**src/rtl/cam_seq_pkg.sv**
```systemverilog
// cam_seq_pkg: shared definitions for the camera power sequencer.
//   - state_e        : sequencer state encoding
//   - DEF_*          : default timing constants (25 MHz clock)
//   - out_t          : registered output bundle (excluding retry count)
//   - decode_outputs : pin levels for a given state
//   - eff_cycles     : timed-state length, with 0 promoted to 1
//   - is_timed       : states whose length is governed by the cycle timer
package cam_seq_pkg;

  typedef enum logic [2:0] {
    IDLE      = 3'd0,
    PWDN      = 3'd1,
    RESET     = 3'd2,
    SETTLE    = 3'd3,
    START     = 3'd4,
    WAIT_INIT = 3'd5,
    RUN       = 3'd6,
    FAULT     = 3'd7
  } state_e;

  localparam int unsigned DEF_CNT_W       = 20;
  localparam int unsigned DEF_PWDN_CYC    = 25000;
  localparam int unsigned DEF_RST_CYC     = 50000;
  localparam int unsigned DEF_SETTLE_CYC  = 525000;
  localparam int unsigned DEF_PULSE_CYC   = 5;
  localparam int unsigned DEF_TIMEOUT_CYC = 1000000;
  localparam int unsigned DEF_MAX_RETRY   = 3;

  typedef struct packed {
    logic cam_pwdn;
    logic cam_resetb_oe;
    logic init_start;
    logic started;
    logic fault;
  } out_t;

  // Pin levels per state; the camera stays powered down and held in reset
  // whenever it is idle or has faulted.
  function automatic out_t decode_outputs(input state_e st);
    out_t o;
    o = '{cam_pwdn: 1'b1, cam_resetb_oe: 1'b1, init_start: 1'b0,
          started: 1'b0, fault: 1'b0};
    case (st)
      IDLE, PWDN: begin
        o.cam_pwdn      = 1'b1;
        o.cam_resetb_oe = 1'b1;
      end
      RESET: begin
        o.cam_pwdn      = 1'b0;
        o.cam_resetb_oe = 1'b1;
      end
      SETTLE, WAIT_INIT: begin
        o.cam_pwdn      = 1'b0;
        o.cam_resetb_oe = 1'b0;
      end
      START: begin
        o.cam_pwdn      = 1'b0;
        o.cam_resetb_oe = 1'b0;
        o.init_start    = 1'b1;
      end
      RUN: begin
        o.cam_pwdn      = 1'b0;
        o.cam_resetb_oe = 1'b0;
        o.started       = 1'b1;
      end
      FAULT: begin
        o.cam_pwdn      = 1'b1;
        o.cam_resetb_oe = 1'b1;
        o.fault         = 1'b1;
      end
      default: begin
        o.cam_pwdn      = 1'b1;
        o.cam_resetb_oe = 1'b1;
      end
    endcase
    return o;
  endfunction

  // A zero-length state would otherwise never see the timer reach its count.
  function automatic int unsigned eff_cycles(input int unsigned c);
    return (c == 32'd0) ? 32'd1 : c;
  endfunction

  function automatic logic is_timed(input state_e st);
    logic t;
    case (st)
      PWDN, RESET, SETTLE, START, WAIT_INIT: t = 1'b1;
      default:                               t = 1'b0;
    endcase
    return t;
  endfunction

endpackage

```
**src/rtl/seq_timer.sv**
```systemverilog
// seq_timer: loadable, clearable up-counter with a done flag.
//   clk_i      : clock
//   rst_i      : synchronous active-high reset (count -> 0)
//   clr_i      : synchronous clear (count -> 0), highest priority after reset
//   load_i     : load load_val_i into the counter
//   load_val_i : value loaded on load_i
//   target_i   : count at which done_o asserts
//   count_o    : current count
//   done_o     : count has reached target_i
module seq_timer #(
  parameter int unsigned CNT_W = 20
) (
  input  logic             clk_i,
  input  logic             rst_i,
  input  logic             clr_i,
  input  logic             load_i,
  input  logic [CNT_W-1:0] load_val_i,
  input  logic [CNT_W-1:0] target_i,
  output logic [CNT_W-1:0] count_o,
  output logic             done_o
);

  localparam logic [CNT_W-1:0] ONE = {{(CNT_W-1){1'b0}}, 1'b1};

  logic [CNT_W-1:0] count_q;
  logic [CNT_W-1:0] count_d;

  // Next count: clear, load, or increment; holds at all-ones instead of wrapping.
  always_comb begin
    count_d = count_q;
    if (clr_i) begin
      count_d = '0;
    end else if (load_i) begin
      count_d = load_val_i;
    end else if (count_q != '1) begin
      count_d = count_q + ONE;
    end else begin
      count_d = count_q;
    end
  end

  // Count register.
  always_ff @(posedge clk_i) begin
    if (rst_i) begin
      count_q <= '0;
    end else begin
      count_q <= count_d;
    end
  end

  assign count_o = count_q;
  assign done_o  = (count_q >= target_i);

endmodule

```
**src/rtl/cam_power_seq.sv**
```systemverilog
// cam_power_seq: camera power-up / reset / register-load sequencer.
// Sequence: IDLE -> PWDN -> RESET -> SETTLE -> START -> WAIT_INIT -> RUN,
// retrying from RESET on load error/timeout, FAULT once retries run out.
//   meg25         : 25 MHz clock
//   rst           : synchronous active-high reset
//   enable        : 1 requests power-up, 0 forces shutdown to IDLE
//   init_done     : register-load engine finished OK
//   init_err      : register-load engine error
//   cam_pwdn      : camera power-down pin (1 = powered down)
//   cam_resetb_oe : 1 drives RESETB low, 0 releases it to the pull-up
//   init_start    : start pulse to the register-load engine
//   started       : camera initialised and running
//   fault         : retries exhausted
//   retry_cnt     : retries consumed so far
module cam_power_seq
  import cam_seq_pkg::*;
#(
  parameter int unsigned CNT_W       = DEF_CNT_W,
  parameter int unsigned PWDN_CYC    = DEF_PWDN_CYC,
  parameter int unsigned RST_CYC     = DEF_RST_CYC,
  parameter int unsigned SETTLE_CYC  = DEF_SETTLE_CYC,
  parameter int unsigned PULSE_CYC   = DEF_PULSE_CYC,
  parameter int unsigned TIMEOUT_CYC = DEF_TIMEOUT_CYC,
  parameter int unsigned MAX_RETRY   = DEF_MAX_RETRY
) (
  input  logic       meg25,
  input  logic       rst,
  input  logic       enable,
  input  logic       init_done,
  input  logic       init_err,
  output logic       cam_pwdn,
  output logic       cam_resetb_oe,
  output logic       init_start,
  output logic       started,
  output logic       fault,
  output logic [1:0] retry_cnt
);

  localparam longint unsigned CNT_MAX = (64'd1 << CNT_W) - 64'd1;

  if ((64'(PWDN_CYC) > CNT_MAX) || (64'(RST_CYC) > CNT_MAX) ||
      (64'(SETTLE_CYC) > CNT_MAX) || (64'(PULSE_CYC) > CNT_MAX) ||
      (64'(TIMEOUT_CYC) > CNT_MAX)) begin : g_bad_timing
    $error("cam_power_seq: timing parameter exceeds 2^CNT_W-1");
  end
  if (MAX_RETRY > 32'd3) begin : g_bad_retry
    $error("cam_power_seq: MAX_RETRY does not fit retry_cnt");
  end

  localparam logic [CNT_W-1:0] PWDN_T    = CNT_W'(eff_cycles(PWDN_CYC));
  localparam logic [CNT_W-1:0] RST_T     = CNT_W'(eff_cycles(RST_CYC));
  localparam logic [CNT_W-1:0] SETTLE_T  = CNT_W'(eff_cycles(SETTLE_CYC));
  localparam logic [CNT_W-1:0] PULSE_T   = CNT_W'(eff_cycles(PULSE_CYC));
  localparam logic [CNT_W-1:0] TIMEOUT_T = CNT_W'(eff_cycles(TIMEOUT_CYC));
  localparam logic [CNT_W-1:0] TMR_ONE   = {{(CNT_W-1){1'b0}}, 1'b1};
  localparam logic [1:0]       MAX_R     = 2'(MAX_RETRY);

  state_e           state_q, state_d;
  logic [1:0]       retry_q, retry_d;
  out_t             out_q, out_d;
  logic [CNT_W-1:0] tmr_target_s;
  logic [CNT_W-1:0] tmr_count_s;
  logic             tmr_done_s;
  logic             tmr_load_s;
  logic             tmr_clr_s;
  logic             attempt_fail_s;

  // The timer is loaded with 1 on entry so that the entry cycle counts as the
  // first cycle; the state exits on the cycle the count equals its length.
  seq_timer #(
    .CNT_W(CNT_W)
  ) u_timer (
    .clk_i     (meg25),
    .rst_i     (rst),
    .clr_i     (tmr_clr_s),
    .load_i    (tmr_load_s),
    .load_val_i(TMR_ONE),
    .target_i  (tmr_target_s),
    .count_o   (tmr_count_s),
    .done_o    (tmr_done_s)
  );

  // Length of the current timed state.
  always_comb begin
    tmr_target_s = TMR_ONE;
    case (state_q)
      PWDN:      tmr_target_s = PWDN_T;
      RESET:     tmr_target_s = RST_T;
      SETTLE:    tmr_target_s = SETTLE_T;
      START:     tmr_target_s = PULSE_T;
      WAIT_INIT: tmr_target_s = TIMEOUT_T;
      default:   tmr_target_s = TMR_ONE;
    endcase
  end

  // Next-state, retry count and timer control.
  always_comb begin
    state_d        = state_q;
    retry_d        = retry_q;
    // init_err wins over init_done; a timeout only counts if init_done is absent.
    attempt_fail_s = init_err | (~init_done & tmr_done_s);
    if ((state_q != IDLE) && !enable) begin
      state_d = IDLE;
      retry_d = 2'd0;
    end else begin
      case (state_q)
        IDLE: begin
          if (enable) state_d = PWDN;
          else        state_d = IDLE;
        end
        PWDN: begin
          if (tmr_done_s) state_d = RESET;
          else            state_d = PWDN;
        end
        RESET: begin
          if (tmr_done_s) state_d = SETTLE;
          else            state_d = RESET;
        end
        SETTLE: begin
          if (tmr_done_s) state_d = START;
          else            state_d = SETTLE;
        end
        START: begin
          if (tmr_done_s) state_d = WAIT_INIT;
          else            state_d = START;
        end
        WAIT_INIT: begin
          if (attempt_fail_s) begin
            if (retry_q < MAX_R) begin
              state_d = RESET;
              retry_d = retry_q + 2'd1;
            end else begin
              state_d = FAULT;
            end
          end else if (init_done) begin
            state_d = RUN;
          end else begin
            state_d = WAIT_INIT;
          end
        end
        RUN:     state_d = RUN;
        FAULT:   state_d = FAULT;
        default: state_d = IDLE;
      endcase
    end
    tmr_clr_s  = ~is_timed(state_d);
    tmr_load_s = is_timed(state_d) & (state_d != state_q);
    out_d      = decode_outputs(state_d);
  end

  // State, retry count and output registers.
  always_ff @(posedge meg25) begin
    if (rst) begin
      state_q <= IDLE;
      retry_q <= 2'd0;
      out_q   <= decode_outputs(IDLE);
    end else begin
      state_q <= state_d;
      retry_q <= retry_d;
      out_q   <= out_d;
    end
  end

  assign cam_pwdn      = out_q.cam_pwdn;
  assign cam_resetb_oe = out_q.cam_resetb_oe;
  assign init_start    = out_q.init_start;
  assign started       = out_q.started;
  assign fault         = out_q.fault;
  assign retry_cnt     = retry_q;

endmodule

```
**config.mk**
```make
export PLATFORM = sky130hd
export DESIGN_NAME = cam_power_seq
export DESIGN_NICKNAME = d
export VERILOG_FILES = /design/src/rtl/cam_seq_pkg.sv /design/src/rtl/seq_timer.sv /design/src/rtl/cam_power_seq.sv
export SDC_FILE = /design/constraint.sdc
export NUM_CORES = 1
export LEC_CHECK = 0
export ABC_AREA = 1
export BUFFER_PORTS_ARGS = -buffer_cell sky130_fd_sc_hd__buf_2
export CAP_MARGIN = 20
export CELL_PAD_IN_SITES_DETAIL_PLACEMENT = 2
export CELL_PAD_IN_SITES_GLOBAL_PLACEMENT = 2
export CORE_MARGIN = 8
export CORE_UTILIZATION = 35
export CTS_CLUSTER_SIZE = 16
export DETAILED_ROUTE_END_ITERATION = 10
export GPL_TIMING_DRIVEN = 0
export HOLD_SLACK_MARGIN = 0.03
export PLACE_DENSITY_LB_ADDON = 0.1
export SLEW_MARGIN = 20
export SYNTH_ARGS = -nofsm -noshare
export SYNTH_HDL_FRONTEND = slang
export SYNTH_SLANG_ARGS = --single-unit
```
**constraint.sdc**
```tcl
create_clock -name meg25 -period 4.13 [get_ports meg25]
set_clock_uncertainty 0.15 [all_clocks]
set_input_delay 0.6195 -clock meg25 [delete_from_list [all_inputs] [get_ports meg25]]
set_output_delay 0.6195 -clock meg25 [all_outputs]
set_load 0.1 [all_outputs]
```
==> flow_summary.ini <==
[floorplanning]
start_util = 0.355
coreArea_um2 = 6240
die_h_um = 95.5
dieWidth_um = 95.5
design.die.area_um2 = 9130
design.portCount = 12
rows = 29

[sta]
hold_ws_ps = 355
tns_ps = 0
drv_slew = 0
clock.fmax_ghz = 0.273
hold_viol = 0
period_minus_slack_ps = 3660
setup_viol = 0
tightest_slew_ps = 709
rsz0062_at_grt = no
slew_headroom = 0.523
fin_crit_sh = 0.886

[global_routing]
grt_pass1_wl_mm = 11.3
grt_max_degree = 11
antenna_found_initial = 0
grt_remaining_overflow = 0
grt.total_usage = 0.159
grt_pass1_vias = 2309

[worst_setup_path]
cp_slowest_stage_delay_ps = 370
required_ps = 4150
r2r_setup_slack_ps = 470
critPathArrivalTime_ps = 3680
crit_chain = inv_2 > nand2_1 > nor2_1 > inv_1 > nand2_1 > o21ai_0 > ha_1 > nand2_1 > inv_1 > nor3_2 > nand2_1 > nand2_2 > nand4_2 > nand2_1 > nand3_1 > nand2_1 > nand3_1 > nand2_1 > nand2_1 > nand2_4 > buf_6 > nor3_2
path_max_fanout = 10
rr_worst_depth = 22
start_kind = flip-flop
crit_type = reg -> reg
crit_top_cell = nand2_1
endpoint_kind = flip-flop
r2r_end = u_timer.count_o[17]$_SDFFE_PP0P_
timing.rr.start = state_q[1]$_SDFF_PP0_
cpMaxStageDelayCell = dfxtp_1

[finish]
fillCellCount = 793
drive_above_1_share = 0.160
final_cells = 415
fin_area_um2 = 2460
antenna_cells = 0
layout.nets = 363
areaGrowthSynthToFinish_pct = 11.2

[placement]
dpl.cell_count = 407
gp_congestion = 0.793
dp_hpwl_mm = 5.18
io_buffers = 11
dpl_cell_area_um2 = 2370

[detailed_routing]
vias_per_cell = 5.05
wirelength_mm = 6.38
vias = 2094
wire_per_inst_um = 15.4
postRouteAntennaNets = 0
drc_errors = 0
drt-pass1-iter-count = 4
drtIter0Drc = 47

[worst_hold_path]
holdPathStages = 2
min_path_type = reg -> reg
min_to = retry_cnt[0]$_SDFFE_PP0P_
hold_start = retry_cnt[0]$_SDFFE_PP0P_

[clock_tree]
clockBufferDepth = 2
cts_buffers = 5
clkTransAtPathRegs_ps = 70
clock_sinks = 30
cts_tree = built
cts_root_buf = clkbuf_8
cts_htree_levels = 2
insertion_delay_ps = 290
post-cts-setup-buffers = 0

[logic_synthesis]
synth-seq-cells = 30
yosysWarnings = 0
synthDistinctLibCells = 29
ys_seq_area_frac = 0.271
syn_nets = 345
postSynthCellCount = 319
synth_area_um2 = 2210
avgSynthCellArea_um2 = 6.94

[power_and_ir_drop]
power_uw = 740
p_leak_nw = 1.17
p_per_area_nw_per_um2 = 300
ir_worst_vdd_mv = 0.132

[run_status]
status = finished, final reports clean

[flow_run]
cap_violations = 0
[cells in the mapped netlist, drive strengths merged]
| cell type | instances | area share |
|---|---|---|
| nand2 | 82 | 0.15 |
| inv | 44 | 0.075 |
| nor2 | 41 | 0.079 |
| dfxtp | 30 | 0.27 |
| nor3 | 24 | 0.079 |
| ha | 21 | 0.12 |
| nand3 | 21 | 0.050 |
| a21oi | 11 | 0.025 |
| nand4 | 10 | 0.031 |
| xor2 | 9 | 0.036 |
| xnor2 | 7 | 0.028 |
| o21ai | 6 | 0.014 |
| nor4 | 4 | 0.011 |
| buf | 3 | 0.0096 |
| and2 | 2 | 0.0056 |
| or2 | 2 | 0.0068 |
| a31oi | 1 | 0.0028 |
| mux2i | 1 | 0.0045 |
[critical path: cells and delay by family, from the launching register on]
kind	cells	cell delay [ps]
fa+ha+maj	1	330
compound gates	1	170
flops	1	370
simple gates	16	1970
buf+inv	4	540
[metal layers]
metal  vias to the layer above  part of all wire  wire length (µm)  GRT usage
met2                        12              0.51              3230      0.275
met1                      1007              0.46              2940      0.193
li1                       1065                 -                 -          -
met4                         0             0.013                84     0.0487
met3                        10             0.020               129     0.0339
met5                         -                 0                 0          0
[area by class of cell]
cell class	instances	area, µm²	area share
Buffer	3	21.3	0.00863
Clock buffer	6	82.6	0.0335
Clock inverter	2	12.5	0.00508
Inverter	44	165	0.0670
Multi-Input combinational cell	242	1430	0.580
Sequential cell	30	601	0.244
Tap cell	77	96.3	0.0391
Timing Repair Buffer	11	55.1	0.0223
[stage by stage]
step / worst slack (ps) / utilization
CTS: 283 / 0.394
finish: 472 / 0.395
global route: 40.9 / 0.395
detailed placement: 336 / 0.379
floorplan: 1100 / -
global placement: 403 / 0.379
[state kept, by name (all words and copies together) (netlist names)]
| register | count |
|---|---|
| u_timer.count_o | 20 |
| fault | 1 |
| retry_cnt | 2 |
| cam_resetb_oe | 1 |
| cam_pwdn | 1 |
| state_q | 3 |
| init_start | 1 |
| started | 1 |
[cell usage in the layout (no fill, tap or decap), drive strengths merged]
master and instances:
clkinv 1, xor2 9, nor3 24, clkbuf 6, nand3 21, mux2i 1
and2 2, a21oi 11, nand4 10, nor2 41, ha 21, dfxtp 30
a31oi 1, inv 44, clkinvlp 1, xnor2 7, nand2 82, or2 2
nor4 4, buf 14, o21ai 6
[where the power goes]
group	internal, mW	switching, mW
combinational	0.0503	0.133
clock	0.134	0.125
sequential	0.293	0.00465
total	0.478	0.262
[worst max-delay path by stage]
stage	from	endpoint	cells after the start
final	state_q[1]$_SDFF_PP0_	u_timer.count_o[17]$_SDFFE_PP0P_	22
after global routing	state_q[2]$_SDFF_PP0_	u_timer.count_o[18]$_SDFFE_PP0P_	22
after CTS	state_q[2]$_SDFF_PP0_	u_timer.count_o[15]$_SDFFE_PP0P_	19
after detailed placement	state_q[2]$_SDFF_PP0_	u_timer.count_o[15]$_SDFFE_PP0P_	22
after global placement	state_q[2]$_SDFF_PP0_	u_timer.count_o[19]$_SDFFE_PP0P_	19
after floorplan	state_q[2]$_SDFF_PP0_	u_timer.count_o[15]$_SDFFE_PP0P_	20
[cell families (layout without fill, tap and decap cells)]
kind of cell / count (synthesis) / count (layout) / synth area share
compound gates: 18 / 18 / 0.0412
xor+xnor: 16 / 16 / 0.0633
fa+ha+maj: 21 / 21 / 0.119
buf+inv: 47 / 66 / 0.0842
flops: 30 / 30 / 0.271
mux: 1 / 1 / 0.00452
simple gates: 186 / 186 / 0.417
[timing repair]
item | 4_1_cts | 5_1_grt
hold buffers | 0 | 0
endpoints found under the setup margin | 0 | 18
gates resized for setup | 0 | 1
hold endpoints to repair | 0 | 0
No activity file was read; power rests on OpenSTA's default activity.
